--- src/rtl/pdm_pkg.sv ---
// rtl/pdm_pkg.sv - shared types and helpers for the PDM CIC decimator
package pdm_pkg;

    typedef enum logic [1:0] {
        IDLE   = 2'd0,
        SETTLE = 2'd1,
        RUN    = 2'd2
    } state_t;

    // Accumulator width that holds DECIMATION^ORDER plus sign and headroom
    function automatic int acc_width(input int order, input int dec);
        return order * $clog2(dec) + 2;
    endfunction

    // Channel 0 samples just before the rising edge of pdm_clk
    function automatic int ch0_phase(input int div);
        return div - 1;
    endfunction

    // Channel 1 samples just before the falling edge of pdm_clk
    function automatic int ch1_phase(input int div);
        return div / 2 - 1;
    endfunction

    // Number of phases per bit period during which pdm_clk is high
    function automatic int high_phases(input int div);
        return div / 2;
    endfunction

endpackage

--- src/rtl/pdm_cic_channel.sv ---
// rtl/pdm_cic_channel.sv - one channel of integrators and pipelined combs
module cic_channel #(
    parameter int ORDER      = 4,
    parameter int ACC_W      = 26,
    parameter int DATA_WIDTH = 16
) (
    input  logic                  clk,
    input  logic                  rst_n,
    input  logic                  clear,
    input  logic                  bit_en,
    input  logic                  data_bit,
    input  logic                  strobe,
    output logic [DATA_WIDTH-1:0] sample,
    output logic                  sample_valid
);

    logic signed [ACC_W-1:0] integ    [ORDER];
    logic signed [ACC_W-1:0] comb_dly [ORDER];
    logic signed [ACC_W-1:0] comb_out [ORDER];
    logic [ORDER-1:0]        stage_valid;
    logic signed [ACC_W-1:0] step;

    // Bit 1 contributes +1, bit 0 contributes -1
    assign step = data_bit ? ACC_W'(1) : '1;

    // Integrator chain, one update per PDM bit; wrap-around is cancelled by the combs
    always_ff @(posedge clk or negedge rst_n) begin
        if (!rst_n) begin
            for (int i = 0; i < ORDER; i++) integ[i] <= '0;
        end else if (clear) begin
            for (int i = 0; i < ORDER; i++) integ[i] <= '0;
        end else if (bit_en) begin
            integ[0] <= integ[0] + step;
            for (int i = 1; i < ORDER; i++) integ[i] <= integ[i] + integ[i-1];
        end
    end

    // Comb chain, one stage per clk after the decimation strobe
    always_ff @(posedge clk or negedge rst_n) begin
        if (!rst_n) begin
            stage_valid <= '0;
            for (int i = 0; i < ORDER; i++) begin
                comb_dly[i] <= '0;
                comb_out[i] <= '0;
            end
        end else if (clear) begin
            stage_valid <= '0;
            for (int i = 0; i < ORDER; i++) begin
                comb_dly[i] <= '0;
                comb_out[i] <= '0;
            end
        end else begin
            stage_valid[0] <= strobe;
            for (int i = 1; i < ORDER; i++) stage_valid[i] <= stage_valid[i-1];
            if (strobe) begin
                comb_out[0] <= integ[ORDER-1] - comb_dly[0];
                comb_dly[0] <= integ[ORDER-1];
            end
            for (int i = 1; i < ORDER; i++) begin
                if (stage_valid[i-1]) begin
                    comb_out[i] <= comb_out[i-1] - comb_dly[i];
                    comb_dly[i] <= comb_out[i-1];
                end
            end
        end
    end

    assign sample       = comb_out[ORDER-1][ACC_W-1 -: DATA_WIDTH];
    assign sample_valid = stage_valid[ORDER-1];

endmodule

--- src/rtl/pdm_cic_decimator.sv ---
// rtl/pdm_cic_decimator.sv - PDM microphone front end with CIC decimation to PCM
module pdm_cic_decimator
    import pdm_pkg::*;
#(
    parameter int PDM_CLK_DIV = 32,
    parameter int CHANNELS    = 1,
    parameter int CIC_ORDER   = 4,
    parameter int DECIMATION  = 64,
    parameter int DATA_WIDTH  = 16
) (
    input  logic                           clk,
    input  logic                           rst_n,
    input  logic                           enable,
    output logic                           pdm_clk,
    input  logic                           pdm_data,
    output logic [CHANNELS*DATA_WIDTH-1:0] pcm_data,
    output logic                           pcm_valid,
    input  logic                           pcm_ready,
    output logic                           overrun,
    input  logic                           overrun_clr
);

    localparam int ACC_W = acc_width(CIC_ORDER, DECIMATION);
    localparam int CNT_W = $clog2(PDM_CLK_DIV);
    localparam int BIT_W = $clog2(DECIMATION);
    localparam int SET_W = $clog2(CIC_ORDER + 1);

    localparam logic [CNT_W-1:0] PH_LAST  = CNT_W'(PDM_CLK_DIV - 1);
    localparam logic [CNT_W-1:0] PH_HIGH  = CNT_W'(high_phases(PDM_CLK_DIV));
    localparam logic [CNT_W-1:0] PH_CH0   = CNT_W'(ch0_phase(PDM_CLK_DIV));
    localparam logic [CNT_W-1:0] PH_CH1   = CNT_W'(ch1_phase(PDM_CLK_DIV));
    localparam logic [BIT_W-1:0] BIT_LAST = BIT_W'(DECIMATION - 1);
    localparam logic [SET_W-1:0] SET_LAST = SET_W'(CIC_ORDER - 1);

    state_t                         state;
    logic [SET_W-1:0]               settle_cnt;
    logic [CNT_W-1:0]               phase_cnt;
    logic [CNT_W-1:0]               phase_next;
    logic [BIT_W-1:0]               bit_cnt;
    logic [1:0]                     sync_q;
    logic                           running;
    logic                           clear;
    logic                           strobe;
    logic                           strobe_pend;
    logic                           frame_valid;
    logic                           deliver;
    logic [CHANNELS-1:0]            ch_bit_en;
    logic [CHANNELS-1:0]            ch_valid;
    logic [DATA_WIDTH-1:0]          ch_sample [CHANNELS];
    logic [CHANNELS*DATA_WIDTH-1:0] frame;

    assign running     = enable && (state != IDLE);
    assign clear       = !running;
    assign frame_valid = &ch_valid;
    assign deliver     = frame_valid && running && (state == RUN);

    // Phase counter only advances while capturing; otherwise it sits at zero
    assign phase_next = !running ? '0 :
                        (phase_cnt == PH_LAST) ? '0 : phase_cnt + 1'b1;

    // Per-channel sample enables at the two edge-adjacent phases
    always_comb begin
        ch_bit_en    = '0;
        ch_bit_en[0] = running && (phase_cnt == PH_CH0);
        if (CHANNELS > 1) ch_bit_en[CHANNELS-1] = running && (phase_cnt == PH_CH1);
    end

    // Pack channel samples, channel 0 in the least significant slice
    always_comb begin
        frame = '0;
        for (int c = 0; c < CHANNELS; c++) frame[c*DATA_WIDTH +: DATA_WIDTH] = ch_sample[c];
    end

    // Bit clock generation, registered from the next phase so it lines up with the counter
    always_ff @(posedge clk or negedge rst_n) begin
        if (!rst_n) begin
            phase_cnt <= '0;
            pdm_clk   <= 1'b0;
        end else begin
            phase_cnt <= phase_next;
            pdm_clk   <= enable && (phase_next < PH_HIGH);
        end
    end

    // Two-flop synchroniser for the asynchronous data line
    always_ff @(posedge clk or negedge rst_n) begin
        if (!rst_n) sync_q <= '0;
        else        sync_q <= {sync_q[0], pdm_data};
    end

    // Bit counter and decimation strobe; stereo waits for channel 1 to finish the frame
    always_ff @(posedge clk or negedge rst_n) begin
        if (!rst_n) begin
            bit_cnt     <= '0;
            strobe      <= 1'b0;
            strobe_pend <= 1'b0;
        end else if (!running) begin
            bit_cnt     <= '0;
            strobe      <= 1'b0;
            strobe_pend <= 1'b0;
        end else begin
            strobe <= 1'b0;
            if (ch_bit_en[0]) bit_cnt <= (bit_cnt == BIT_LAST) ? '0 : bit_cnt + 1'b1;
            if (CHANNELS == 1) begin
                strobe <= ch_bit_en[0] && (bit_cnt == BIT_LAST);
            end else if (ch_bit_en[0] && (bit_cnt == BIT_LAST)) begin
                strobe_pend <= 1'b1;
            end else if (ch_bit_en[CHANNELS-1] && strobe_pend) begin
                strobe      <= 1'b1;
                strobe_pend <= 1'b0;
            end
        end
    end

    // Capture state machine; the first CIC_ORDER frames only fill the comb history
    always_ff @(posedge clk or negedge rst_n) begin
        if (!rst_n) begin
            state      <= IDLE;
            settle_cnt <= '0;
        end else if (!enable) begin
            state      <= IDLE;
            settle_cnt <= '0;
        end else begin
            case (state)
                IDLE: begin
                    state      <= SETTLE;
                    settle_cnt <= '0;
                end
                SETTLE: begin
                    if (frame_valid) begin
                        settle_cnt <= settle_cnt + 1'b1;
                        if (settle_cnt == SET_LAST) state <= RUN;
                    end
                end
                RUN:     state <= RUN;
                default: state <= IDLE;
            endcase
        end
    end

    for (genvar c = 0; c < CHANNELS; c++) begin : g_ch
        cic_channel #(
            .ORDER      (CIC_ORDER),
            .ACC_W      (ACC_W),
            .DATA_WIDTH (DATA_WIDTH)
        ) u_cic (
            .clk          (clk),
            .rst_n        (rst_n),
            .clear        (clear),
            .bit_en       (ch_bit_en[c]),
            .data_bit     (sync_q[1]),
            .strobe       (strobe),
            .sample       (ch_sample[c]),
            .sample_valid (ch_valid[c])
        );
    end

    // Output register with valid/ready handshake; a newer frame overwrites and flags overrun
    always_ff @(posedge clk or negedge rst_n) begin
        if (!rst_n) begin
            pcm_data  <= '0;
            pcm_valid <= 1'b0;
            overrun   <= 1'b0;
        end else begin
            if (deliver) begin
                pcm_data  <= frame;
                pcm_valid <= 1'b1;
            end else if (pcm_valid && pcm_ready) begin
                pcm_valid <= 1'b0;
            end
            if (deliver && pcm_valid && !pcm_ready) overrun <= 1'b1;
            else if (overrun_clr)                   overrun <= 1'b0;
        end
    end

endmodule

--- config.mk ---
export PLATFORM = sky130hd
export DESIGN_NAME = pdm_cic_decimator
export DESIGN_NICKNAME = d
export VERILOG_FILES = /design/src/rtl/pdm_pkg.sv /design/src/rtl/pdm_cic_channel.sv /design/src/rtl/pdm_cic_decimator.sv
export SDC_FILE = /design/constraint.sdc
export NUM_CORES = 1
export LEC_CHECK = 0
export BUFFER_PORTS_ARGS = -buffer_cell sky130_fd_sc_hd__buf_2
export CORE_MARGIN = 3
export CORE_UTILIZATION = 50
export DETAILED_ROUTE_END_ITERATION = 10
export GPL_TIMING_DRIVEN = 0
export PLACE_DENSITY = 0.65
export SYNTH_ARGS = -nofsm -noshare
export SYNTH_HDL_FRONTEND = slang
export SYNTH_SLANG_ARGS = --single-unit
--- constraint.sdc ---
create_clock -name clk -period 2.7 [get_ports clk]
set_input_delay 0 -clock clk [delete_from_list [all_inputs] [get_ports clk]]
set_output_delay 0 -clock clk [all_outputs]
set_load 0.02 [all_outputs]
# --- Yosys cells after proc, flatten, opt, wreduce, memory -nomap -nowiden ---
# Index checks and enable logic that the tools add are counted.
totals:
  n_memories: 0
  mem_bits_ro: 0
  elab_cells: 95
  out_inout_bits: 19
  latch_bits: 0
  ramBits: 0
  regBits: 354
classes:
  bitwise: 0
  reduce_logical: 16
  mul: 0
  n_lt_le_gt_ge: 1
  eq_ne: 13
  n_shift: 0
  n_div: 0
  muxes: 31
  add_sub_neg: 11
ops:
  columns: ["operator", "count"]
  rows:
  - ["104-bit two-way mux", 4]
  - ["26-bit two-way mux", 9]
  - ["26-bit adder", 4]
  - ["26-bit subtractor", 4]
  - ["6-bit two-way mux", 3]
  - ["5-bit two-way mux", 2]
  - ["2-bit by 1-bit != test with 1-bit output (second input constant)", 5]
  - ["1-bit logical AND", 9]
  - ["6-bit by 1-bit adder with 6-bit output (second input constant)", 1]
  - ["6-bit == test (second input constant)", 1]
  - ["2-bit two-way mux", 3]
  - ["3-bit two-way mux", 2]
  - ["2-bit one-hot mux with 3 select lines", 1]
  - ["3-bit one-hot mux with 2 select lines", 1]
  - ["2-bit nonzero test", 3]
  - ["5-bit by 1-bit adder with 5-bit output (second input constant)", 1]
  - ["5-bit == test (second input constant)", 1]
  - ["5-bit < comparator (second input constant)", 1]
  - ["1-bit two-way mux", 5]
  - ["4-bit two-way mux", 1]
  - ["2-bit AND reduction", 2]
  - ["3-bit by 1-bit adder with 3-bit output (second input constant)", 1]
  - ["3-bit by 2-bit == test with 1-bit output (second input constant)", 1]
  - ["3-bit by 1-bit != test with 1-bit output (second input constant)", 1]
  - ["6 further kinds", 6]

# --- Logic depth before layout (Yosys ltp) ---
logic_depth:
  ltp_word: 7
  depth_mapped: 12
  ltp_nobuf: 12

# --- Cells and area by module ---
# Synthesis repeated with hierarchy kept, for this count alone.
unflattened:
  cells_unflattened: 2537
  hier_area_um2: 23467.5
by_module_without_submodules:
  columns: ["module", "seq_area_each_um2", "area_per_inst_um2", "n_inst", "cells_each"]
  rows:
  - ["cic_channel", 7657.3, 21773.4, 1, 2408]
  - ["pdm_cic_decimator", 950.9, 1694.1, 1, 129]

# --- Worst setup path before layout ---
# No wires, ideal clock.
synth_path:
  kind: "register to register"
  startpoint: "register sync_q[1]"
  endpoint: "register g_ch[0].u_cic.integ[102] (netlist name)"
  stages_incl_launch_ff: 12
  required_time_ns: 2.576
  arrival_time_ns: 2.881
  slack_ns: -0.305
  setup_time_ns: 0.124
  path_cell_list: "dfrtp_1 inv_1 ha_1 a2111oi_2 o21a_1 o211a_1 o31ai_2 a21oi_2 o21ai_2 a221oi_2 nor4b_1 a211o_1"
synth_via:
  elab_chain_cells: 4
synth_rtl:
  columns: ["item", "line_no", "text"]
  rows:
  - ["from (decl)", "pdm_cic_decimator.sv:40", "logic [1:0] sync_q;"]
  - ["from (signal assigned)", "pdm_cic_decimator.sv:88", "else sync_q <= {sync_q[0], pdm_data};"]
  - ["26-bit two-way mux", "pdm_cic_channel.sv:24", "assign step = data_bit ? ACC_W'(1) : '1;"]
  - ["26-bit adder", "pdm_cic_channel.sv:33", "integ[0] <= integ[0] + step;"]
  - ["104-bit two-way mux", "pdm_cic_channel.sv:32", "end else if (bit_en) begin"]
  - ["104-bit two-way mux", "pdm_cic_channel.sv:30", "end else if (clear) begin"]
  - ["to (decl)", "pdm_cic_channel.sv:17", "logic signed [ACC_W-1:0] integ [ORDER];"]
# No other way between the ends. The select of a mux whose other input is x is not followed.
# A chain may end at the register's enable or synchronous reset.

# --- Worst setup path in the final report ---
# Same ends and word-level chain as after synthesis.

==> impl_metrics.toml <==
[drt]
via_count = 19458
drtIter0Drc = 1239
firstDrtPassIters = 5
ant_nets = 0
wl_per_cell_um = 19.3
drt-total-wl_um = 64300
route.detailed.drc = 0
avgViaCountPerCell = 5.83

[synthesis]
syn_avg_cell_area_um2 = 9.20
synth_edf_count = 0
yosys.area.top_type_share_pct = 36.8
syn_area_um2 = 23400
synth-seq-cells = 344
ys_top_cells_by_area = "dfrtp_1 (37%), ha_1 (11%), mux2i_1 (9.0%)"
yosysSeqAreaShare_pct = 36.8
synth_top_flop_cell = "dfrtp_1"
async_flop_share_pct = 100
yosysWarnings = 0
synthDistinctLibCells = 84
syn_nets = 2765
syn_inst = 2546
yosysTopAreaCell = "dfrtp_1"

[sta]
tightest_slew_ns = 1.00
setup_ws_ns = -0.257
final.setup_skew_ns = 0.0176
holdWs_ns = 0.0616
finalHoldViolCount = 0
relSlewSlack_pct = 33.1
timing.final.crit_share_pct = 110
slew_violations = 0
max_freq_ghz = 0.338
setup-violations-final = 28
tns_ns = -2.25
rsz0062_at_grt = "true"
finalWorstPathRequiredPeriod_ns = 2.96

[setup_path]
worstPathRequired_ns = 3.15
critPathCapture = "g_ch[0].u_cic.integ[102]"
timing.rr.start = "sync_q[1]"
crit_start = "sync_q[1]"
path_class = "reg -> reg"
arrival_ns = 3.41
startpoint_type = "register"
rr_worst_depth = 12
path_max_fanout = 12
regToRegSetupSlack_ns = -0.26
critPathCaptureType = "register"
r2r_end = "g_ch[0].u_cic.integ[102]"

[power_and_ir_drop]
powerDensity_nw_per_um2 = 448
sw_frac_of_total_pct = 27.1
pwr-share-comb_pct = 9.9
internal-power_mw = 9.13
p_sw_mw = 3.40
max-vdd-ir-drop_v = 0.000544
seqPwrFrac_pct = 41.4
clkPwrFrac_pct = 48.6
power.leakage_nw = 12.4

[grt]
grt_util_met1_pct = 37.1
grt_usage_pct = 25.3
met3_usage_pct = 4.52
grt_max_degree = 117
grt_pass1_wl_um = 102000
use_met2_pct = 38.6
grt-busiest-layer = "met2"
grt_overflow = 0
grt_pass1_vias = 18933
antenna_found_initial = 0

[cts]
cts_max_level = 2
root_buffer = "clkbuf_16"
cts_buffers = 40
clock_latency_ns = 0.57
clk_pin_slew_ns = 0.06
cts_tree = "built"
cts_sinks = 344
cts_buffer_depth = 3

[placed_design]
port_buffers = 24
gp_congestion = 0.906
dp_hpwl_um = 44800
placed_area_um2 = 24400
dp_slack_ns = -1.10

[floorplanning]
fp.coreArea_um2 = 45900
dieArea_um2 = 49500
start_util_pct = 51.1
die_width_um = 222
num_rows = 78
die_h_um = 222
ios = 25

[layout]
postLayoutCellArea_um2 = 28000
fin_nets = 2922
fillCellCount = 3932
drive_gt1_share_pct = 16.4
area_growth_pct = 19.4

[outcome]
outcome = "finished with violations"
violations = "setup timing"

[worst_hold_path]
worst_hold_path_type = "in -> async"

[run]
max_cap_violations = 0
-- state kept, by name, summed over array words and instances, names as in the netlist --
register                flops
bit_cnt                     6
g_ch.u_cic.integ          104
pcm_valid                   1
sync_q                      2
g_ch.u_cic.stage_valid      4
phase_cnt                   5
state                       2
g_ch.u_cic.comb_dly       104
pdm_clk                     1
g_ch.u_cic.comb_out        78
overrun                     1
g_ch.u_cic.sample          16
pcm_data                   16
settle_cnt                  3
strobe                      1
-- power groups by stage --
stage / logic, mW / clock network [mW] / registers (mW)
6_report: 1.24 / 6.09 / 5.19
5_1_grt: 1.33 / 6.41 / 5.19
4_1_cts: 1.25 / 6.22 / 5.19
3_5_place_dp: 1.20 / 0 / 5.29
3_3_place_gp: 1.17 / 0 / 5.29
2_1_floorplan: 0.549 / 0 / 5.29
-- worst max-delay path, cell delays in order (launching register included) --
cell and delay (ns):
dfrtp_2 0.38, clkinvlp_4 0.10, buf_12 0.16, ha_4 0.27
a2111oi_4 0.30, o21a_1 0.22, o211a_1 0.21, o31ai_2 0.10
a21oi_2 0.28, o21ai_4 0.11, a221oi_4 0.31, nor4b_1 0.10
a211o_1 0.29
-- Yosys cell counts (all sizes together) (5+ instances only) --
library cell and count:
xnor2 93, mux2i 211, or4 5, buf 20, o21ai 130, o211ai 19
a21o 71, and2 14, a21boi 11, nor4b 6, o22ai 9, a211oi 39
a221oi 8, a211o 10, o21bai 14, nand2b 40, or3 19, nand2 136
nand4b 5, mux2 16, nand3 59, nor2b 26, nor3 39, nor4 6
nand4 14, dfrtp 344, a21oi 156, o21a 29, nor2 318, nand3b 20
a22oi 5, xor2 49, fa 7, clkbuf 75, a221o 5, o2111ai 7
a41oi 9, inv 160, nor3b 13, and3 24, o31ai 14, ha 206
a31oi 34
-- timing repair --
item                                    CTS  global route
endpoints found under the hold margin   121             0
cloned                                    1             0
buffers inserted                         45            42
resized for setup                       169           145
pin swaps                                72            93
endpoints found under the setup margin  303            82
hold buffers                              5             0
-- metrics by stage --
stage | power [mW] | instances | util (%)
after CTS | 12.7 | 3297 | 58.9
after floorplan | 5.83 | 2546 | -
after global routing | 12.9 | 3335 | 61.0
final | 12.5 | 3336 | 61.0
after global placement | 6.46 | 3170 | 53.1
after detailed placement | 6.48 | 3172 | 53.3
-- how the worst min path moves through the flow --
stage | endpoint | cells past startpoint | start
6_report | g_ch[0].u_cic.comb_dly[5] | 2 | rst_n
5_1_grt | sync_q[0] | 2 | pdm_data
4_1_cts | sync_q[0] | 2 | pdm_data
3_5_place_dp | sync_q[0] | 1 | pdm_data
3_3_place_gp | sync_q[0] | 1 | pdm_data
2_1_floorplan | bit_cnt[0] | 0 | rst_n
-- area by class of cell --
| type | instances | area, µm² | area share (%) |
|---|---|---|---|
| repair inverters | 1 | 7.51 | 0.0268 |
| diodes | 1 | 2.50 | 0.00894 |
| clock inverters | 21 | 325 | 1.16 |
| plain buffers | 93 | 419 | 1.50 |
| inverters | 161 | 611 | 2.18 |
| flip-flops and latches | 344 | 8630 | 30.8 |
| clock buffers | 53 | 1140 | 4.08 |
| well taps | 600 | 751 | 2.68 |
| repair buffers | 116 | 923 | 3.30 |
| multi-input cells | 1946 | 15200 | 54.2 |
-- cell families after synthesis --
logic type	after synthesis	synth area share, %
flip-flops	344	36.8
multiplexers	227	9.79
adder cells (fa/ha/maj)	213	11.6
buffers and inverters	256	4.14
AO/OA/AOI/OAI	611	17.3
XOR/XNOR	142	5.31
AND/OR/NAND/NOR	753	15.1
-- routing by layer --
| layer | vias to the layer above | part of all wire (%) | routed length (µm) |
|---|---|---|---|
| met5 | - | 0 | 0 |
| met1 | 9507 | 48 | 30900 |
| met4 | 0 | 2.5 | 1590 |
| met2 | 425 | 44 | 28600 |
| li1 | 9430 | - | - |
| met3 | 96 | 5.0 | 3210 |
-- cell usage in the layout (no fill, tap or decap), types with 10 or more instances in the layout --
| master | instances |
|---|---|
| dfrtp_1 | 329 |
| nor2_1 | 310 |
| mux2i_1 | 211 |
| ha_1 | 177 |
| inv_1 | 155 |
| nand2_1 | 132 |
| a21oi_1 | 124 |
| xnor2_1 | 92 |
| o21ai_0 | 86 |
| buf_4 | 74 |
| a21o_1 | 71 |
| nand3_1 | 57 |
| clkbuf_1 | 51 |
| xor2_1 | 49 |
| clkbuf_16 | 41 |
| nand2b_1 | 40 |
| nor3_1 | 33 |
| a211oi_1 | 31 |
| buf_2 | 29 |
| clkbuf_2 | 27 |
| o21a_1 | 27 |
| o21ai_1 | 26 |
| a21oi_2 | 25 |
| ha_4 | 23 |
| and3_1 | 22 |
| nor2b_1 | 20 |
| nand3b_1 | 20 |
| o211ai_1 | 19 |
| or3_1 | 18 |
| a31oi_1 | 17 |
| mux2_2 | 16 |
| dfrtp_2 | 15 |
| and2_1 | 14 |
| nand4_1 | 14 |
| o21bai_1 | 14 |
| nor3b_1 | 12 |
| buf_6 | 12 |
| o21ai_2 | 11 |
| buf_1 | 10 |
| a211o_1 | 10 |
Note: power is estimated with default switching activity, not from simulation.
